File: src/rtl/core_pkg.sv
// Shared definitions for the 64-bit 5-stage core.
// Contents:
//   XLEN, REG_AW      - datapath width and register-index width
//   alu_op2_e         - main-decoder ALUOp encoding handed to ALU control
//   ALU_* constants   - 4-bit ALU opcodes understood by the EX-stage ALU
package core_pkg;

  localparam int XLEN   = 64;
  localparam int REG_AW = 5;

  typedef enum logic [1:0] {
    OP2_MEM    = 2'b00,
    OP2_BRANCH = 2'b01,
    OP2_RTYPE  = 2'b10,
    OP2_ITYPE  = 2'b11
  } alu_op2_e;

  localparam logic [3:0] ALU_AND = 4'b0000;
  localparam logic [3:0] ALU_OR  = 4'b0001;
  localparam logic [3:0] ALU_ADD = 4'b0010;
  localparam logic [3:0] ALU_BNE = 4'b0101;
  localparam logic [3:0] ALU_SUB = 4'b0110;
  localparam logic [3:0] ALU_SLL = 4'b0111;
  localparam logic [3:0] ALU_SLT = 4'b1010;
  // Routes the ALU to its default NOR path; legal, but marks an unsupported op.
  localparam logic [3:0] ALU_BAD = 4'b1111;

endpackage

File: src/rtl/alu_ctrl.sv
// ALU control decoder (purely combinational).
// Ports:
//   op2_i       in  2  main-decoder ALUOp (mem / branch / R-type / I-type)
//   funct3_i    in  3  instruction funct3
//   funct7_5_i  in  1  instruction bit 30 (selects SUB for R-type funct3 000)
//   alu_op_o    out 4  ALU opcode
module alu_ctrl
  import core_pkg::*;
(
  input  logic [1:0] op2_i,
  input  logic [2:0] funct3_i,
  input  logic       funct7_5_i,
  output logic [3:0] alu_op_o
);

  always_comb begin
    alu_op_o = ALU_ADD;
    unique case (alu_op2_e'(op2_i))
      OP2_MEM: alu_op_o = ALU_ADD;
      OP2_BRANCH: begin
        unique case (funct3_i)
          3'b000:  alu_op_o = ALU_SUB;   // beq: compare by subtraction
          3'b001:  alu_op_o = ALU_BNE;
          3'b100:  alu_op_o = ALU_SLT;   // blt
          default: alu_op_o = ALU_SUB;
        endcase
      end
      OP2_RTYPE, OP2_ITYPE: begin
        unique case (funct3_i)
          // Bit 30 of an I-type word is immediate bits, so only R-type may SUB.
          3'b000:  alu_op_o = (op2_i == OP2_RTYPE && funct7_5_i) ? ALU_SUB : ALU_ADD;
          3'b111:  alu_op_o = ALU_AND;
          3'b110:  alu_op_o = ALU_OR;
          3'b001:  alu_op_o = ALU_SLL;
          3'b010:  alu_op_o = ALU_SLT;
          default: alu_op_o = ALU_BAD;
        endcase
      end
      default: alu_op_o = ALU_ADD;
    endcase
  end

endmodule

File: src/rtl/id_ex_stage.sv
// ID/EX pipeline register with operand forwarding and load-use hazard detection.
// Ports:
//   clk, reset                     clock, synchronous active-high reset
//   id_*_i                         decoded fields of the instruction in ID
//   flush_i                        taken branch; the instruction entering EX is killed
//   exmem_*_i, memwb_*_i           destination/result of the two downstream stages
//   stall_o                        load-use hazard; upstream holds PC and IF/ID
//   alu_a_o, alu_b_o, alu_op_o     ALU operands and opcode
//   ex_store_data_o                forwarded rs2 for stores
//   ex_rd_o, ex_*_o                registered destination and control bits
// Handshake: none; stall_o is a combinational hold request to the upstream
// stages, asserted in the same cycle the hazard is visible, and this stage
// loads a bubble on that edge while ID keeps presenting the same instruction.
module id_ex_stage
  import core_pkg::*;
#(
  parameter int XLEN   = core_pkg::XLEN,
  parameter int REG_AW = core_pkg::REG_AW
) (
  input  logic              clk,
  input  logic              reset,
  input  logic              id_valid_i,
  input  logic [REG_AW-1:0] id_rs1_i,
  input  logic [REG_AW-1:0] id_rs2_i,
  input  logic [REG_AW-1:0] id_rd_i,
  input  logic [XLEN-1:0]   id_rs1_data_i,
  input  logic [XLEN-1:0]   id_rs2_data_i,
  input  logic [XLEN-1:0]   id_imm_i,
  input  logic [1:0]        id_alu_op2_i,
  input  logic [2:0]        id_funct3_i,
  input  logic              id_funct7_5_i,
  input  logic              id_alu_src_i,
  input  logic              id_mem_read_i,
  input  logic              id_mem_write_i,
  input  logic              id_reg_write_i,
  input  logic              id_mem_to_reg_i,
  input  logic              id_branch_i,
  input  logic              flush_i,
  input  logic              exmem_reg_write_i,
  input  logic [REG_AW-1:0] exmem_rd_i,
  input  logic [XLEN-1:0]   exmem_result_i,
  input  logic              memwb_reg_write_i,
  input  logic [REG_AW-1:0] memwb_rd_i,
  input  logic [XLEN-1:0]   memwb_result_i,
  output logic              stall_o,
  output logic [XLEN-1:0]   alu_a_o,
  output logic [XLEN-1:0]   alu_b_o,
  output logic [3:0]        alu_op_o,
  output logic [XLEN-1:0]   ex_store_data_o,
  output logic [REG_AW-1:0] ex_rd_o,
  output logic              ex_valid_o,
  output logic              ex_mem_read_o,
  output logic              ex_mem_write_o,
  output logic              ex_reg_write_o,
  output logic              ex_mem_to_reg_o,
  output logic              ex_branch_o
);

  // Registered state
  logic              valid_q,      valid_d;
  logic              mem_read_q,   mem_read_d;
  logic              mem_write_q,  mem_write_d;
  logic              reg_write_q,  reg_write_d;
  logic              mem_to_reg_q, mem_to_reg_d;
  logic              branch_q,     branch_d;
  logic              alu_src_q,    alu_src_d;
  logic [REG_AW-1:0] rd_q,         rd_d;
  logic [REG_AW-1:0] rs1_q,        rs1_d;
  logic [REG_AW-1:0] rs2_q,        rs2_d;
  logic [XLEN-1:0]   rs1_data_q,   rs1_data_d;
  logic [XLEN-1:0]   rs2_data_q,   rs2_data_d;
  logic [XLEN-1:0]   imm_q,        imm_d;
  logic [3:0]        alu_op_q,     alu_op_d;

  logic [3:0]        id_alu_op;
  logic [XLEN-1:0]   fwd_rs1;
  logic [XLEN-1:0]   fwd_rs2;
  logic [XLEN-1:0]   b_raw;

  alu_ctrl u_alu_ctrl (
    .op2_i      (id_alu_op2_i),
    .funct3_i   (id_funct3_i),
    .funct7_5_i (id_funct7_5_i),
    .alu_op_o   (id_alu_op)
  );

  // Load in EX whose destination is read by the instruction in ID.
  always_comb begin
    stall_o = valid_q && mem_read_q && (rd_q != '0) && id_valid_i &&
              ((rd_q == id_rs1_i) || (rd_q == id_rs2_i));
  end

  // Next-state: flush or stall loads a bubble, otherwise capture ID.
  always_comb begin
    valid_d      = 1'b0;
    mem_read_d   = 1'b0;
    mem_write_d  = 1'b0;
    reg_write_d  = 1'b0;
    mem_to_reg_d = 1'b0;
    branch_d     = 1'b0;
    alu_src_d    = 1'b0;
    rd_d         = '0;
    rs1_d        = '0;
    rs2_d        = '0;
    rs1_data_d   = '0;
    rs2_data_d   = '0;
    imm_d        = '0;
    alu_op_d     = ALU_ADD;
    if (!flush_i && !stall_o) begin
      valid_d      = id_valid_i;
      mem_read_d   = id_mem_read_i;
      mem_write_d  = id_mem_write_i;
      reg_write_d  = id_reg_write_i;
      mem_to_reg_d = id_mem_to_reg_i;
      branch_d     = id_branch_i;
      alu_src_d    = id_alu_src_i;
      rd_d         = id_rd_i;
      rs1_d        = id_rs1_i;
      rs2_d        = id_rs2_i;
      rs1_data_d   = id_rs1_data_i;
      rs2_data_d   = id_rs2_data_i;
      imm_d        = id_imm_i;
      alu_op_d     = id_alu_op;
    end
  end

  always_ff @(posedge clk) begin
    if (reset) begin
      valid_q      <= 1'b0;
      mem_read_q   <= 1'b0;
      mem_write_q  <= 1'b0;
      reg_write_q  <= 1'b0;
      mem_to_reg_q <= 1'b0;
      branch_q     <= 1'b0;
      alu_src_q    <= 1'b0;
      rd_q         <= '0;
      rs1_q        <= '0;
      rs2_q        <= '0;
      rs1_data_q   <= '0;
      rs2_data_q   <= '0;
      imm_q        <= '0;
      alu_op_q     <= ALU_ADD;
    end else begin
      valid_q      <= valid_d;
      mem_read_q   <= mem_read_d;
      mem_write_q  <= mem_write_d;
      reg_write_q  <= reg_write_d;
      mem_to_reg_q <= mem_to_reg_d;
      branch_q     <= branch_d;
      alu_src_q    <= alu_src_d;
      rd_q         <= rd_d;
      rs1_q        <= rs1_d;
      rs2_q        <= rs2_d;
      rs1_data_q   <= rs1_data_d;
      rs2_data_q   <= rs2_data_d;
      imm_q        <= imm_d;
      alu_op_q     <= alu_op_d;
    end
  end

  // Forwarding: the younger EX/MEM result beats MEM/WB; x0 is never forwarded.
  always_comb begin
    fwd_rs1 = rs1_data_q;
    if (exmem_reg_write_i && (exmem_rd_i != '0) && (exmem_rd_i == rs1_q)) begin
      fwd_rs1 = exmem_result_i;
    end else if (memwb_reg_write_i && (memwb_rd_i != '0) && (memwb_rd_i == rs1_q)) begin
      fwd_rs1 = memwb_result_i;
    end
  end

  always_comb begin
    fwd_rs2 = rs2_data_q;
    if (exmem_reg_write_i && (exmem_rd_i != '0) && (exmem_rd_i == rs2_q)) begin
      fwd_rs2 = exmem_result_i;
    end else if (memwb_reg_write_i && (memwb_rd_i != '0) && (memwb_rd_i == rs2_q)) begin
      fwd_rs2 = memwb_result_i;
    end
  end

  // Shift amounts are bounded to 0..63 by keeping only the low six bits.
  always_comb begin
    b_raw   = alu_src_q ? imm_q : fwd_rs2;
    alu_b_o = b_raw;
    if (alu_op_q == ALU_SLL) begin
      alu_b_o = {{(XLEN-6){1'b0}}, b_raw[5:0]};
    end
  end

  assign alu_a_o         = fwd_rs1;
  assign alu_op_o        = alu_op_q;
  assign ex_store_data_o = fwd_rs2;
  assign ex_rd_o         = rd_q;
  assign ex_valid_o      = valid_q;
  assign ex_mem_read_o   = mem_read_q;
  assign ex_mem_write_o  = mem_write_q;
  assign ex_reg_write_o  = reg_write_q;
  assign ex_mem_to_reg_o = mem_to_reg_q;
  assign ex_branch_o     = branch_q;

endmodule

File: config.mk
export PLATFORM = sky130hd
export DESIGN_NAME = id_ex_stage
export DESIGN_NICKNAME = d
export VERILOG_FILES = /design/src/rtl/core_pkg.sv /design/src/rtl/alu_ctrl.sv /design/src/rtl/id_ex_stage.sv
export SDC_FILE = /design/constraint.sdc
export NUM_CORES = 1
export LEC_CHECK = 0
export ABC_AREA = 0
export CAP_MARGIN = 20
export CORE_AREA = 3 3 219 221
export CTS_CLUSTER_DIAMETER = 50
export DETAILED_ROUTE_END_ITERATION = 7
export DIE_AREA = 0 0 222 224
export GPL_TIMING_DRIVEN = 0
export SYNTH_ARGS = -nofsm -noshare
export SYNTH_HDL_FRONTEND = slang
export SYNTH_HIERARCHICAL = 1
export SYNTH_SLANG_ARGS = --single-unit
export TNS_END_PERCENT = 1
File: constraint.sdc
create_clock -name clk -period 4.8 [get_ports clk]
set_input_delay 0.96 -clock clk [delete_from_list [all_inputs] [get_ports clk]]
set_output_delay 0.96 -clock clk [all_outputs]
set_load 0.005 [all_outputs]
# After elaboration in Yosys (flattened, before gate mapping)
# Index checks and enable logic that the tools add are counted.
# word_totals
reg_bits,218
input_bits,363
out_inout_bits,208
elab_cells,62
# classes
eq_ne,15
mux,10
n_bitwise,1
n_reduce_logical,22
# op_table
operator,count
64-bit two-way mux,6
5-bit equality test,6
4-bit case mux with 5 select lines,1
5-bit nonzero test,3
1-bit logical AND,12
4-bit case mux with 3 select lines,1
3-bit equality test (second input constant),3
4-bit case mux with 2 select lines,1
2-bit equality test (second input constant),2
4-bit by 3-bit equality test with 1-bit output (second input constant),1
2-bit OR reduction,2
3-bit by 1-bit equality test with 1-bit output (second input constant),1
3-bit by 2-bit equality test with 1-bit output (second input constant),1
3-bit zero test,1
3-bit two-way mux,1
2-bit by 1-bit equality test with 1-bit output (second input constant),1
1-bit zero test,2
2-bit zero test,1
1-bit logical OR,1
1-bit NOT,1

# Depth between registers and ports, before layout
# logic_depth
depth_word,8
mapped_depth,8
ltp_nobuf,5

# Cells and area by module
# The synthesis kept the hierarchy.
# modules_own_cells
mod,instances,cells_per_inst,area_each_um2
id_ex_stage,1,1101,9983.3
alu_ctrl,1,18,118.9

# Least setup slack after synthesis
# OpenSTA, ideal clock, no wires.
# synth_timing
kind,input to output
start,input port memwb_rd_i[1]
end,output port alu_b_o[4]
arrival_ps,2489
required_ps,3840
path_slack_ps,1351
cell_stages,7
path_buffers,2
cell_sequence,or4_1 -> o21a_1 -> and4_1 -> buf_6 -> buf_6 -> mux2i_1 -> a221oi_1
# synth_between
elab_chain_cells,7
elab_cells_between_ends,8
cone_classes,1 x eq/ne; 4 x mux; 3 x reduce/logical
# synth_lines
item,line,rtl
"start, declared",id_ex_stage.sv:43,"input logic [REG_AW-1:0] memwb_rd_i,"
5-bit nonzero test,id_ex_stage.sv:175,end else if (memwb_reg_write_i && (memwb_rd_i != '0) && (memwb_rd_i == rs2_q)) begin
1-bit logical AND,id_ex_stage.sv:175,
1-bit logical AND (*),id_ex_stage.sv:175,
64-bit two-way mux (*),id_ex_stage.sv:175,
64-bit two-way mux (*),id_ex_stage.sv:173,if (exmem_reg_write_i && (exmem_rd_i != '0) && (exmem_rd_i == rs2_q)) begin
64-bit two-way mux (*),id_ex_stage.sv:182,b_raw = alu_src_q ? imm_q : fwd_rs2;
64-bit two-way mux (*),id_ex_stage.sv:184,if (alu_op_q == ALU_SLL) begin
"end, declared",id_ex_stage.sv:47,"output logic [XLEN-1:0] alu_b_o,"
# Mark *: on every way between the ends. The rest lies on a longest branch, timed or not.

# Final worst setup path
# layout_timing
start,input port exmem_rd_i[2]
end,output port alu_b_o[24]
# layout_between
elab_chain_cells,6
elab_cells_between_ends,7
cone_classes,1 x eq/ne; 3 x mux; 3 x reduce/logical
# layout_lines
item,line,rtl
"start, declared",id_ex_stage.sv:40,"input logic [REG_AW-1:0] exmem_rd_i,"
5-bit nonzero test,id_ex_stage.sv:173,
1-bit logical AND,id_ex_stage.sv:173,
1-bit logical AND (*),id_ex_stage.sv:173,
64-bit two-way mux (*),id_ex_stage.sv:173,
64-bit two-way mux (*),id_ex_stage.sv:182,
64-bit two-way mux (*),id_ex_stage.sv:184,
# Marks and branches as above.

==> run metrics <==
Worst Path Required=about 3800 ps; wire length per cell=between 20 and 25 µm; Post-Syn Area per Cell=approximately 9.0 µm²; clk sinks=about 220; RSZ-0062 raised after global routing=yes; Fmax=roughly 0.21 GHz; met3 Use GR=roughly 5.6%; status=completed; Startpoint Class=input port; synthesis-stage register bit count=~220; Placement Setup Slack=-646 ps; Yosys warning count=6; Final Instance Area=~18,000 µm²; prevailing post-synth register cell=dfxtp_1; area share of the leading cell type in the synthesized netlist=43.2%; post-route ant nets=0; num rows=79; R2R setup slack=approximately 2200 ps; initial drt markers=561; dominant cell type by area after synthesis=dfxtp_1; Layout Skew=a little over 20 ps; worst hold slack=866 ps; final setup vio count=0; Peak VDD IR=0.198 mV; IO Port Bufs=approximately 570; vias in the first global route=11,300; die height=approximately 220 µm; Worst Tran Pin Value=about 920 ps; hold path startpoint=id_funct3_i[2]; Max-Cap Viols=0; Hold Path Sink=alu_op_o[1]; htree depth=2; fraction of layout cells with a size suffix above 1=between 8 and 9%; slew margin rel.=around two fifths; Final min period=4750 ps; CTS tree=done; WHS Path Cells=3; HP Class=input port to register; gr usage total=around a fifth; worst flop-to-flop path startpoint=ex_rd_o[2]; Placed Instance Area=16,600 µm²; Longest Clk Path Bufs=3; vias=10,700; synth top area cells=dfxtp_1 (43%), and2_1 (14%), mux2i_1 (13%); via-per-instance ratio=4.55; post-route setup slack=approximately 50 ps; Final Hold Viols=0; leak pwr=~6.5 nW; drt drc=0; Synth Cell Area=10,100 µm²; crit path DAT=around 3800 ps; nets@finish=between 2,000 and 2,500; grt peak-use layer=met2; R2R depth=6; CTS root buf=clkbuf_16; Distinct cells, synth=36; first-pass GRT wire length=76,700 µm; met1 usage in global routing=25.0%; initial antenna violation count=6; Die X=222 µm; RD Place Congestion=0.920; WL final=~54,000 µm; commonest cells after routing, fill and taps aside=clkdlybuf4s50_1 (568), and2_1 (218), dfxtp_1 (218), mux2i_1 (128), nor2_1 (71); Post-Syn Instances=between 1,000 and 1,500; Hold-fix buffers, CTS=0; Worst Setup End Kind=primary output; pin count of the biggest net entering global routing=13; post-synthesis sequential area ratio=between 40 and 50%; Worst-path clk slew=about 50 ps; post-synthesis net count=approximately 1,500; final period utilization=99.0%; total global routing overflow=0; critical path class=input port to primary output; FILL cells=4,709; PD cells=between 200 and 300 nW/µm²; clk_lat worst skew=around 520 ps; fin util=38.5%; Detail Placement HPWL=just over 40,000 µm; setup TNS=0 ps; TritonCTS buffer count=34; core box area=46,400 µm²; Pwr Total=roughly 5.3 mW; Async SR Flop Fraction=0%; DP Cell Count=roughly 2,300; Pre-antenna DRT Iters=5; Post-Layout Cell Count=2,362; P&R area growth vs syn=76.7%; Die Area=about 50,000 µm²; Worst R2R End=rs1_data_q[32]; EDFF count, synth=0; Top Ports=about 570; global-route track usage on met2=a little over a third; commonest non-fill, non-tap cell in the layout=clkdlybuf4s50_1; Slew Limit Fails=0; Initial Utilization=between 20% and 30%; CP max FO=10
[metal layers]
| layer | up-vias | routed length (µm) |
|---|---|---|
| met1 | 5094 | 22000 |
| li1 | 5040 | - |
| met4 | 6 | 1400 |
| met3 | 90 | 4120 |
| met5 | - | 40 |
| met2 | 507 | 26100 |
[cell type report]
class	count	area (µm²)	share of cell area, %
timing repair buffer	572	5720	32.0
multi-input combinational	805	5280	29.6
sequential	218	4360	24.4
clock buffer	47	1000	5.62
tap	607	759	4.25
buffer	88	532	2.98
clock inverter	15	163	0.911
inverter	8	30.0	0.168
antenna	2	5.00	0.0280
[synthesized netlist by cell type (2+ instances only)]
cell,n
o21ai_1,48
and4_1,4
clkbuf_1,38
o21ai_0,76
nand2b_1,2
a221oi_1,6
clkbuf_2,11
xor2_1,25
nor3_1,13
a21oi_1,65
buf_4,10
buf_1,9
nor2_1,71
nand2_1,66
buf_6,11
a22oi_1,39
mux2i_1,129
and2_1,218
xnor2_1,6
or4_1,3
inv_1,8
a22oi_2,20
buf_2,9
o21a_1,2
a31oi_1,2
dfxtp_1,218
[cell families (layout without fill, tap and decap cells)]
group           count (synthesis)  count (layout)  share of synthesized area [%]
compound gates                261             261                           15.9
xor+xnor                       31              31                           2.69
simple gates                  384             384                           20.5
flops                         218             218                           43.2
buf+inv                        96             730                           5.00
other cells                     0               2                              0
mux                           129             129                           12.8
[worst max-delay path, cell delays in order]
cell and delay (ps):
clkdlybuf4s50_1 480, xor2_1 180, nor3_2 320, and4_1 230, buf_2 280, clkbuf_1 450, a22oi_1 120, o21ai_1 200
clkdlybuf4s50_1 560
[how the worst max path moves through the flow]
stage | from | end | depth (start not counted)
after CTS | exmem_rd_i[1] | alu_b_o[55] | 9
final | exmem_rd_i[2] | alu_b_o[24] | 9
after detailed placement | exmem_rd_i[1] | alu_b_o[55] | 9
after floorplan | memwb_rd_i[1] | alu_b_o[4] | 7
after global placement | exmem_rd_i[1] | alu_b_o[55] | 9
after global routing | exmem_rd_i[2] | alu_a_o[31] | 9
[where the power goes]
part           switching, mW  internal, mW  leakage (nW)  total (mW)
sequential            0.0270          1.88          1.79        1.91
clock                  0.948          1.59         0.574        2.54
combinational          0.345         0.549          4.16       0.894
total                   1.32          4.02          6.52        5.35
[flip-flops by register name, summed over array words and instances (netlist names)]
signal	count
alu_src_q	1
rs1_q	5
ex_branch_o	1
ex_mem_read_o	1
ex_mem_to_reg_o	1
rs1_data_q	64
ex_mem_write_o	1
rs2_q	5
rs2_data_q	64
ex_reg_write_o	1
ex_rd_o	5
imm_q	64
ex_valid_o	1
alu_op_o	4
[timing repair]
| action | CTS | global route |
|---|---|---|
| setup endpoints to repair | 183 | 77 |
| hold endpoints to repair | 0 | 0 |
| setup buffers | 0 | 2 |
| gates resized for setup | 41 | 19 |
| pin swaps | 0 | 0 |
(Power assumes the default switching activity.)
